**config.mk**
```make
export PLATFORM = sky130hd
export DESIGN_NAME = if_prefetch_queue_flat
export DESIGN_NICKNAME = d
export VERILOG_FILES = /design/src/rtl/if_prefetch_queue_if.sv /design/src/rtl/if_prefetch_queue.sv /design/src/flat_wrapper.sv
export SDC_FILE = /design/constraint.sdc
export NUM_CORES = 1
export LEC_CHECK = 0
export BUFFER_PORTS_ARGS = -buffer_cell sky130_fd_sc_hd__buf_2
export CORE_UTILIZATION = 52
export CTS_CLUSTER_SIZE = 10
export DETAILED_ROUTE_END_ITERATION = 12
export PLACE_DENSITY = 0.8
export SLEW_MARGIN = 40
export SYNTH_ARGS = -nofsm -noshare
export SYNTH_HDL_FRONTEND = slang
export SYNTH_SLANG_ARGS = --single-unit
```
**constraint.sdc**
```tcl
create_clock -name clock -period 3.95 [get_ports clock]
set_input_delay 0 -clock clock [delete_from_list [all_inputs] [get_ports clock]]
set_output_delay 0 -clock clock [all_outputs]
set_load 0.05 [all_outputs]
```
**src/rtl/if_prefetch_queue_if.sv**
```systemverilog
// Fetch-unit bus bundle: instruction-memory request/response, execute redirect
// and the decode-side instruction handoff.
interface if_prefetch_queue_if #(
  parameter int unsigned XLEN = 32
) ();
  logic            mem_en;
  logic            mem_req_valid_op;
  logic            mem_req_ready_ip;
  logic [XLEN-1:0] mem_req_addr_op;
  logic            mem_rsp_valid_ip;
  logic [XLEN-1:0] mem_rsp_data_ip;
  logic            redirect_valid_ip;
  logic [XLEN-1:0] redirect_pc_ip;
  logic            stall_ip;
  logic            instr_valid_op;
  logic [XLEN-1:0] instr_data_op;
  logic [XLEN-1:0] instr_pc_addr_op;

  modport master (
    input  mem_en,
    output mem_req_valid_op,
    input  mem_req_ready_ip,
    output mem_req_addr_op,
    input  mem_rsp_valid_ip,
    input  mem_rsp_data_ip,
    input  redirect_valid_ip,
    input  redirect_pc_ip,
    input  stall_ip,
    output instr_valid_op,
    output instr_data_op,
    output instr_pc_addr_op
  );

  modport slave (
    output mem_en,
    input  mem_req_valid_op,
    output mem_req_ready_ip,
    input  mem_req_addr_op,
    output mem_rsp_valid_ip,
    output mem_rsp_data_ip,
    output redirect_valid_ip,
    output redirect_pc_ip,
    output stall_ip,
    input  instr_valid_op,
    input  instr_data_op,
    input  instr_pc_addr_op
  );
endinterface

```
**src/rtl/if_prefetch_queue.sv**
```systemverilog
// Instruction fetch unit with DEPTH-entry prefetch queue, credit-limited
// in-order memory requests and redirect squashing. IF_PREFETCH_BYPASS_EN adds a response-to-decode bypass.
module if_prefetch_queue #(
  parameter int unsigned     XLEN            = 32,
  parameter int unsigned     DEPTH           = 4,
  parameter int unsigned     MAX_OUTSTANDING = 2,
  parameter logic [XLEN-1:0] RESET_PC        = '0
) (
  input  logic                 clock,
  input  logic                 reset,
  if_prefetch_queue_if.master  bus
);

  localparam int unsigned AW = $clog2(DEPTH);
  localparam int unsigned PW = AW + 1;
  localparam int unsigned TW = (MAX_OUTSTANDING > 1) ? $clog2(MAX_OUTSTANDING) : 1;

  localparam logic [PW:0]   DEPTH_W = (PW+1)'(DEPTH);
  localparam logic [PW-1:0] MAXO_W  = PW'(MAX_OUTSTANDING);
  localparam logic [TW-1:0] TAG_LAST = TW'(MAX_OUTSTANDING - 1);

  typedef enum logic [1:0] {
    S_IDLE,
    S_FETCH,
    S_DRAIN
  } state_t;

  state_t state, state_nxt;

  logic [PW-1:0]   wr_ptr, rd_ptr, occ;
  logic [PW-1:0]   outstanding, out_nxt;
  logic [PW-1:0]   drop_cnt, drop_cnt_nxt;
  logic [XLEN-1:0] fetch_pc;

  logic [XLEN-1:0] q_pc   [DEPTH];
  logic [XLEN-1:0] q_data [DEPTH];
  logic [XLEN-1:0] tag_pc [MAX_OUTSTANDING];
  logic [TW-1:0]   tag_wr, tag_rd;

  logic            req_valid, req_fire, rsp_fire, rsp_keep, redirect;
  logic            q_empty, push, pop_q, credit;
  logic [PW:0]     inflight;
  logic [XLEN-1:0] rsp_pc, head_pc, head_data;
  logic            out_valid;
  logic [XLEN-1:0] out_pc, out_data;

  assign redirect = bus.redirect_valid_ip;
  assign rsp_fire = bus.mem_rsp_valid_ip;
  assign req_fire = req_valid && bus.mem_req_ready_ip;

  assign occ      = wr_ptr - rd_ptr;
  assign q_empty  = (wr_ptr == rd_ptr);
  assign inflight = {1'b0, occ} + {1'b0, outstanding};
  // Reserving a slot per outstanding request means a response never needs back-pressure.
  assign credit   = (inflight < DEPTH_W) && (outstanding < MAXO_W);
  assign out_nxt  = outstanding + PW'(req_fire) - PW'(rsp_fire);

  assign rsp_pc    = tag_pc[tag_rd];
  assign head_pc   = q_pc[rd_ptr[AW-1:0]];
  assign head_data = q_data[rd_ptr[AW-1:0]];

  // Responses belonging to squashed fetches are dropped, including one landing on the redirect cycle.
  assign rsp_keep = rsp_fire && (state != S_DRAIN) && !redirect;
  assign pop_q    = !q_empty && !bus.stall_ip;

`ifdef IF_PREFETCH_BYPASS_EN
  logic bypass;
  assign bypass    = rsp_keep && q_empty;
  assign push      = rsp_keep && !(bypass && !bus.stall_ip);
  assign out_valid = !q_empty || bypass;
  assign out_pc    = q_empty ? rsp_pc : head_pc;
  assign out_data  = q_empty ? bus.mem_rsp_data_ip : head_data;
`else
  assign push      = rsp_keep;
  assign out_valid = !q_empty;
  assign out_pc    = head_pc;
  assign out_data  = head_data;
`endif

  assign bus.instr_valid_op   = out_valid;
  assign bus.instr_pc_addr_op = out_valid ? out_pc : '0;
  assign bus.instr_data_op    = out_valid ? out_data : '0;
  assign bus.mem_req_valid_op = req_valid;
  assign bus.mem_req_addr_op  = fetch_pc;

  always_comb begin
    state_nxt    = state;
    req_valid    = 1'b0;
    drop_cnt_nxt = drop_cnt;
    unique case (state)
      S_IDLE: begin
        if (bus.mem_en) state_nxt = S_FETCH;
      end
      S_FETCH: begin
        req_valid = bus.mem_en && credit;
        if (!bus.mem_en && (outstanding == '0)) state_nxt = S_IDLE;
      end
      S_DRAIN: begin
        drop_cnt_nxt = drop_cnt - PW'(rsp_fire);
        if (drop_cnt_nxt == '0) state_nxt = S_FETCH;
      end
      default: state_nxt = S_IDLE;
    endcase
    if (redirect) begin
      drop_cnt_nxt = out_nxt;
      state_nxt    = (out_nxt != '0) ? S_DRAIN : S_FETCH;
    end
  end

  always_ff @(posedge clock or negedge reset) begin
    if (!reset) state <= S_IDLE;
    else        state <= state_nxt;
  end

  always_ff @(posedge clock or negedge reset) begin
    if (!reset) begin
      fetch_pc    <= RESET_PC;
      outstanding <= '0;
      drop_cnt    <= '0;
      wr_ptr      <= '0;
      rd_ptr      <= '0;
      tag_wr      <= '0;
      tag_rd      <= '0;
    end else begin
      outstanding <= out_nxt;
      drop_cnt    <= drop_cnt_nxt;
      if (redirect)      fetch_pc <= {bus.redirect_pc_ip[XLEN-1:2], 2'b00};
      else if (req_fire) fetch_pc <= fetch_pc + XLEN'(4);
      if (redirect) begin
        wr_ptr <= '0;
        rd_ptr <= '0;
      end else begin
        if (push)  wr_ptr <= wr_ptr + PW'(1);
        if (pop_q) rd_ptr <= rd_ptr + PW'(1);
      end
      // Tag FIFO tracks every in-flight request, squashed or not, so it stays aligned with responses.
      if (req_fire) tag_wr <= (tag_wr == TAG_LAST) ? '0 : tag_wr + TW'(1);
      if (rsp_fire) tag_rd <= (tag_rd == TAG_LAST) ? '0 : tag_rd + TW'(1);
    end
  end

  always_ff @(posedge clock) begin
    if (req_fire) tag_pc[tag_wr] <= fetch_pc;
    if (push && !redirect) begin
      q_pc[wr_ptr[AW-1:0]]   <= rsp_pc;
      q_data[wr_ptr[AW-1:0]] <= bus.mem_rsp_data_ip;
    end
  end

endmodule

```
**src/flat_wrapper.sv**
```systemverilog
// flat-port wrapper written by rule: the top's interface ports become plain ports
module if_prefetch_queue_flat 
#(
  parameter int unsigned     XLEN            = 32,
  parameter int unsigned     DEPTH           = 4,
  parameter int unsigned     MAX_OUTSTANDING = 2,
  parameter logic [XLEN-1:0] RESET_PC        = '0
)
  (clock, reset, bus_mem_en, bus_mem_req_valid_op, bus_mem_req_ready_ip, bus_mem_req_addr_op, bus_mem_rsp_valid_ip, bus_mem_rsp_data_ip, bus_redirect_valid_ip, bus_redirect_pc_ip, bus_stall_ip, bus_instr_valid_op, bus_instr_data_op, bus_instr_pc_addr_op);
  if_prefetch_queue_if #(.XLEN(XLEN)) bus_i ();
  input  logic clock;
  input  logic reset;
  input wire logic [$bits(bus_i.mem_en)-1:0] bus_mem_en;
  output wire logic [$bits(bus_i.mem_req_valid_op)-1:0] bus_mem_req_valid_op;
  input wire logic [$bits(bus_i.mem_req_ready_ip)-1:0] bus_mem_req_ready_ip;
  output wire logic [$bits(bus_i.mem_req_addr_op)-1:0] bus_mem_req_addr_op;
  input wire logic [$bits(bus_i.mem_rsp_valid_ip)-1:0] bus_mem_rsp_valid_ip;
  input wire logic [$bits(bus_i.mem_rsp_data_ip)-1:0] bus_mem_rsp_data_ip;
  input wire logic [$bits(bus_i.redirect_valid_ip)-1:0] bus_redirect_valid_ip;
  input wire logic [$bits(bus_i.redirect_pc_ip)-1:0] bus_redirect_pc_ip;
  input wire logic [$bits(bus_i.stall_ip)-1:0] bus_stall_ip;
  output wire logic [$bits(bus_i.instr_valid_op)-1:0] bus_instr_valid_op;
  output wire logic [$bits(bus_i.instr_data_op)-1:0] bus_instr_data_op;
  output wire logic [$bits(bus_i.instr_pc_addr_op)-1:0] bus_instr_pc_addr_op;
  assign bus_i.mem_en = bus_mem_en;
  assign bus_mem_req_valid_op = bus_i.mem_req_valid_op;
  assign bus_i.mem_req_ready_ip = bus_mem_req_ready_ip;
  assign bus_mem_req_addr_op = bus_i.mem_req_addr_op;
  assign bus_i.mem_rsp_valid_ip = bus_mem_rsp_valid_ip;
  assign bus_i.mem_rsp_data_ip = bus_mem_rsp_data_ip;
  assign bus_i.redirect_valid_ip = bus_redirect_valid_ip;
  assign bus_i.redirect_pc_ip = bus_redirect_pc_ip;
  assign bus_i.stall_ip = bus_stall_ip;
  assign bus_instr_valid_op = bus_i.instr_valid_op;
  assign bus_instr_data_op = bus_i.instr_data_op;
  assign bus_instr_pc_addr_op = bus_i.instr_pc_addr_op;
  if_prefetch_queue #(.XLEN(XLEN), .DEPTH(DEPTH), .MAX_OUTSTANDING(MAX_OUTSTANDING), .RESET_PC(RESET_PC)) u_core (.clock(clock), .reset(reset), .bus(bus_i));
endmodule
```
## Word-level counts from Yosys, hierarchy flattened

Memory sizes are Yosys's and may differ from the RTL's.
Cells that the tools add are included.

- Bits in registers: 48
- Memory bits (writable): 320
- Bits of input ports: 71
- Output and inout port bits: 98
- Word-level logic and storage cells: 74
- Memories kept: 3

- $add $sub $neg: 10
- Magnitude comparators: 2
- Equality and inequality tests: 7
- Muxes and demuxes: 23
- Reduce and logical (&&, ||, !) cells: 21

Memory list:

| name | words | bits a word | read ports | clocked after memory_dff | wr ports | line | source |
|---|---|---|---|---|---|---|---|
| u_core.q_data | 4 | 32 | 1 | 0 | 1 | if_prefetch_queue.sv:36 | `logic [XLEN-1:0] q_data [DEPTH];` |
| u_core.q_pc | 4 | 32 | 1 | 0 | 1 | if_prefetch_queue.sv:35 | `logic [XLEN-1:0] q_pc [DEPTH];` |
| u_core.tag_pc | 2 | 32 | 1 | 0 | 1 | if_prefetch_queue.sv:37 | `logic [XLEN-1:0] tag_pc [MAX_OUTSTANDING];` |

Operator list:

| operator | number |
|---|---|
| 32-bit 2-to-1 mux | 4 |
| 32-bit by 3-bit adder with 32-bit output, second input constant | 1 |
| 3-bit 2-to-1 mux | 6 |
| 2-bit 2-to-1 mux | 5 |
| 1-bit logical AND | 8 |
| 2-bit nonzero test | 4 |
| 1-bit 2-to-1 mux | 7 |
| 3-bit by 1-bit adder with 3-bit output, second input constant | 2 |
| 3-bit zero test | 2 |
| 3-bit by 2-bit inequality test with 1-bit output, second input constant | 2 |
| 2-bit one-hot mux with 3 select lines | 1 |
| 3-bit by 1-bit subtractor with 3-bit output | 2 |
| 3-bit by 3-bit adder with 4-bit output | 1 |
| 1-bit zero test | 4 |
| 4-bit by 3-bit less-than comparator with 1-bit output, second input constant | 1 |
| 3-bit by 1-bit adder with 3-bit output | 1 |
| 3-bit == test | 1 |
| 3-bit by 2-bit less-than comparator with 1-bit output, second input constant | 1 |
| 3-bit inequality test, second input constant | 1 |
| 3-bit AND reduction | 1 |
| 3-bit nonzero test | 1 |
| 3-bit subtractor | 1 |
| 1-bit adder, second input constant | 2 |
| 2-bit by 1-bit == test with 1-bit output, second input constant | 1 |
| other kinds (3) | 3 |

## Depth between registers and ports, before layout

- Depth in word-level cells: 12
- Mapped depth: 17
- Depth with buffers taken out: 16

## Least setup slack after synthesis

No wires, ideal clock.

- Kind: register to register
- From: reg u_core.rd_ptr[1]
- To: mem u_core.tag_pc[0][10], enable pin
- Data arrival time: 4.375 ns
- Data required time: 3.533 ns
- Slack: -0.842 ns
- Cell stages (with the launch flop): 12
- Buffers on the path: 3
- Period minus slack after synthesis: 4.792 ns
- Cell sequence: dfrtp_1 clkbuf_1 clkbuf_1 inv_1 fa_1 xor2_1 ha_1 nor4bb_1 and3_1 clkbuf_1 nand2_1 nor2_1

- Longest elaborated chain between the ends: 9

RTL lines:

| item | line | source |
|---|---|---|
| start, declared | if_prefetch_queue.sv:30 | `logic [PW-1:0] wr_ptr, rd_ptr, occ;` |
| start signal, assigned | if_prefetch_queue.sv:134 | `if (pop_q) rd_ptr <= rd_ptr + PW'(1);` |
| 3-bit subtractor | if_prefetch_queue.sv:51 | `assign occ = wr_ptr - rd_ptr;` |
| 3-bit by 3-bit adder with 4-bit output | if_prefetch_queue.sv:53 | `assign inflight = {1'b0, occ} + {1'b0, outstanding};` |
| 4-bit by 3-bit less-than comparator with 1-bit output | if_prefetch_queue.sv:55 | `assign credit = (inflight < DEPTH_W) && (outstanding < MAXO_W);` |
| 1-bit logical AND | if_prefetch_queue.sv:55 |  |
| 1-bit logical AND | if_prefetch_queue.sv:95 | `req_valid = bus.mem_en && credit;` |
| 1-bit 2-to-1 mux | if_prefetch_queue.sv:90 | `unique case (state)` |
| named net bus_mem_req_valid_op | flat_wrapper.sv:14 | `output wire logic [$bits(bus_i.mem_req_valid_op)-1:0] bus_mem_req_valid_op;` |
| 1-bit logical AND | if_prefetch_queue.sv:49 | `assign req_fire = req_valid && bus.mem_req_ready_ip;` |
| 1-bit 2-to-1 mux | if_prefetch_queue.sv:143 | `if (req_fire) tag_pc[tag_wr] <= fetch_pc;` |
| 1-bit 2-to-1 mux (implied by the code) | if_prefetch_queue.sv:143 |  |
| end, declared | if_prefetch_queue.sv:37 |  |

The timed path passes the listed nets, and every way through them passes these cells.

## Worst setup path after layout

- From: reg u_core.wr_ptr[0]
- To: reg u_core.state[0]

- Longest elaborated chain between the ends: 12

RTL lines:

| item | line | source |
|---|---|---|
| start, declared | if_prefetch_queue.sv:30 |  |
| start signal, assigned | if_prefetch_queue.sv:133 | `if (push) wr_ptr <= wr_ptr + PW'(1);` |
| 3-bit subtractor | if_prefetch_queue.sv:51 |  |
| 3-bit by 3-bit adder with 4-bit output | if_prefetch_queue.sv:53 |  |
| 4-bit by 3-bit less-than comparator with 1-bit output | if_prefetch_queue.sv:55 |  |
| 1-bit logical AND | if_prefetch_queue.sv:55 |  |
| 1-bit logical AND | if_prefetch_queue.sv:95 |  |
| 1-bit 2-to-1 mux | if_prefetch_queue.sv:90 |  |
| 1-bit logical AND | if_prefetch_queue.sv:49 |  |
| named net u_core.req_fire | if_prefetch_queue.sv:40 | `logic req_valid, req_fire, rsp_fire, rsp_keep, redirect;` |
| 3-bit by 1-bit adder with 3-bit output | if_prefetch_queue.sv:56 | `assign out_nxt = outstanding + PW'(req_fire) - PW'(rsp_fire);` |
| 3-bit by 1-bit subtractor with 3-bit output | if_prefetch_queue.sv:56 |  |
| named net u_core.out_nxt[2] | if_prefetch_queue.sv:31 | `logic [PW-1:0] outstanding, out_nxt;` |
| 3-bit nonzero test | if_prefetch_queue.sv:106 | `state_nxt = (out_nxt != '0) ? S_DRAIN : S_FETCH;` |
| 2-bit 2-to-1 mux | if_prefetch_queue.sv:106 |  |
| 2-bit 2-to-1 mux | if_prefetch_queue.sv:104 | `if (redirect) begin` |
| end signal, assigned | if_prefetch_queue.sv:112 | `else state <= state_nxt;` |
| end, declared | if_prefetch_queue.sv:28 | `state_t state, state_nxt;` |

The timed path passes the listed nets, and every way through them passes these cells.
A chain may end at the register's enable or synchronous reset.

==> reports/metrics.yaml <==
job:
  cap_violations: 0
final_layout:
  diodes_inserted: 0
  final_common_cell: "sky130_fd_sc_hd__edfxtp_1"
  finish.instance_area_um2: 17430
  area_delta_synth_final_pct: 22.69
  final_net_count: 1138
  final_cell_mix: "308 x sky130_fd_sc_hd__edfxtp_1, 161 x sky130_fd_sc_hd__buf_2, 68 x sky130_fd_sc_hd__dlygate4sd3_1"
  postLayoutCoreUtil_pct: 64.85
  drive_gt1_share_pct: 31.40
drt:
  route.detailed.wl_per_inst_um: 19.29
  vias_per_inst: 5.421
  drt_first_pass_iters: 5
  drcViolationCount: 0
  drt_iter0_markers: 631
  vias: 7649
  route.final.wire_length_mm: 27.22
  final_antenna_net_count: 0
floorplanning:
  start_util_pct: 52.85
  fp.dieH_um: 167.3
  dieArea_um2: 27980
  floorplan.core_area_um2: 26880
  die_width_um: 167.3
  num_rows: 60
  ioPinCount: 169
power_and_ir_drop:
  pwr_density_cell_nw_per_um2: 695.3
  vdd_ir_drop_max_mv: 0.3142
  leakage_uw: 0.006154
  power.total_uw: 12120
logic_synthesis:
  synth_top_flop_cell: "sky130_fd_sc_hd__edfxtp_1"
  ys_ff_latch: 354
  netlist-cell-type-count: 44
  synth_area_per_cell_um2: 17.87
  proportion_of_synthesized_chip_area_in_sequential_cells_pct: 73.21
  summed_instance_area_of_the_synthesized_netlist_um2: 14200
  async_flop_share_pct: 12.99
  ys.warnings.count: 0
  number_of_enable_flip_flop_cells_after_synthesis: 308
  synthesis.instances: 795
sta:
  fin_crit_ps: 3710
  setup_violations: 0
  worst-slew-pin-transition_ps: 749.5
  timing.slew.headroom_pct: 50.03
  hold_violations: 0
  clock.fmax_mhz: 269.6
  hold_slack_ps: 108.1
  timing.final.max_slew_violations: 0
  final_critical_path_share_of_the_clock_period_pct: 93.92
  setup-tns-final_ps: 0
  skew_ps: 13.20
  grt_setup_unrepaired: "false"
grt:
  grt_antenna_before_repair: 0
  grt_overflow_total: 0
  vias_in_the_first_global_route: 7959
  wire_length_of_the_first_global_routing_pass_mm: 42.69
  globalRouteTotalUtil_pct: 19.82
  grt_start_max_net_pins: 65
worst_setup_path:
  setup.worst_path.start_class: "flop"
  worstPathMaxFanout: 4
  timing.critical_path.cells: "inv_1 -> ha_1 -> inv_1 -> fa_1 -> xor2_1 -> ha_1 -> nor4bb_2 -> and3_1 -> nand2_1 -> clkinvlp_4 -> ha_1 -> inv_1 -> fa_1 -> xor2_1 -> o32a_1 -> o21ai_0"
  cpMaxStageDelayCell: "sky130_fd_sc_hd__dfrtp_1"
  timing.critical_path.to_type: "flop"
  critical_path.top_delay_family: "adder cells"
  worstSetupPathType: "flop to flop"
  critPathBufInv: 4
  regToRegStartpoint: "u_core.wr_ptr[0]$_DFFE_PN0P_"
  timing.critical_path.required_ps: 4390
  max_stage_delay_ps: 400
  setup.worst_path.start: "u_core.wr_ptr[0]$_DFFE_PN0P_"
  cp.arrival_ps: 4150
placement:
  gp_congestion: 0.7985
  place.port_buffers: 162
  hpwlAfterDp_mm: 16.26
  dpl-instance-area_um2: 15540
clock_tree:
  clock_transition_at_the_register_clock_pins_on_the_worst_setup_and_hold_paths_after_cts_ps: 50
  cts-htree-levels: 2
  number_of_buffers_created_by_cts: 41
  clock-sinks: 354
  max-clock-path-buffers: 3
  tritoncts: "done"
  clock_insertion_delay_worst_skew_ps: 520
  ctsRootBufferMaster: "sky130_fd_sc_hd__clkbuf_16"
min_path:
  min_path_type: "primary input to async pin"
status:
  run_status: "completed"
-- report_power, final --
group / internal [uW] / switching [uW] / leakage [uW]
Sequential: 4440 / 178 / 0.00333
Combinational: 1310 / 2870 / 0.00226
Clock: 1990 / 1320 / 0.000563
Total: 7750 / 4370 / 0.00615
-- kinds of logic (layout without fill, tap and decap cells) --
family,count (synthesis),in the layout,share of synthesized area (%)
compound gates,47,47,1.823
mux,97,97,12.58
simple gates,181,181,6.950
xor+xnor,31,31,1.911
other cells,1,4,0.02640
buf+inv,67,339,1.894
fa+ha+maj,17,17,1.603
flops,354,354,73.21
-- through the flow --
stage	worst slack (ps)	std cells
2_1_floorplan	80.31	798
3_3_place_gp	346.2	1271
3_5_place_dp	192.6	1277
4_1_cts	176.6	1407
5_1_grt	6.742	1411
6_report	240.3	1411
-- final timing paths --
path | to | slack (ps) | cells past startpoint
max | u_core.state[0]$_DFFE_PN0P_ | 240 | 16
min | u_core.bus.mem_req_addr_op[28]$_DFFE_PN0N_ | 110 | 3
max reg2reg | u_core.state[0]$_DFFE_PN0P_ | 240 | 16
min reg2reg | u_core.tag_pc[1][27]$_DFFE_PP_ | 570 | 0
max in group asynchronous | u_core.rd_ptr[0]$_DFFE_PN0P_ | 3370 | 3
min in group clock | u_core.bus.mem_req_addr_op[21]$_DFFE_PN0N_ | 220 | 4
-- area by class of cell --
cell class                      instances  area [um^2]
Clock buffer                           61         1154
Clock inverter                          2        12.51
Fill cell                            1889         9448
Inverter                               27        105.1
Multi-Input combinational cell        377         3578
Sequential cell                       354        10410
Tap cell                              341        426.7
Timing Repair Buffer                  249         1744
-- registers in the layout, indices dropped and copies added, names as in the netlist --
signal and flops:
u_core.tag_wr 1, u_core.q_data 128, u_core.drop_cnt 3, u_core.q_pc 120, u_core.tag_rd 1, u_core.outstanding 3, u_core.state 2, u_core.bus.mem_req_addr_op 30
u_core.wr_ptr 3, u_core.tag_pc 60, u_core.rd_ptr 3
-- synth_stat cells, types with 10 or more instances --
cell type,count,area share [%]
sky130_fd_sc_hd__xnor2_1,21,1.3
sky130_fd_sc_hd__nor2_1,25,0.66
sky130_fd_sc_hd__mux4_2,62,9.8
sky130_fd_sc_hd__xor2_1,10,0.62
sky130_fd_sc_hd__o21ai_0,30,1.1
sky130_fd_sc_hd__dfrtp_1,46,8.1
sky130_fd_sc_hd__edfxtp_1,308,65
sky130_fd_sc_hd__clkbuf_1,29,0.77
sky130_fd_sc_hd__nand2_1,36,0.95
sky130_fd_sc_hd__ha_1,15,1.3
sky130_fd_sc_hd__inv_1,25,0.66
sky130_fd_sc_hd__mux2_2,32,2.5
sky130_fd_sc_hd__nor2b_1,62,2.7
-- layer usage --
layer  global-route usage [%]  vias up  part of all wire [%]
li1                         -     3543                     -
met1                    26.98     3834                    44
met2                    33.24      236                    50
met3                    3.262       36                   5.0
met4                    5.744        0                   1.5
met5                        0        -                     0
-- tightest hold or removal path, cell delays in order --
cell and delay (ps):
sky130_fd_sc_hd__dlygate4sd3_1 520, sky130_fd_sc_hd__buf_2 90, sky130_fd_sc_hd__buf_4 480
-- repair_timing --
item | 4_1_cts | 5_1_grt
endpoints found under the hold margin | 213 | 5
resized for setup | 0 | 3
endpoints found under the setup margin | 0 | 1
hold buffers | 67 | 1
buffers inserted | 0 | 3
(Power assumes the default switching activity.)
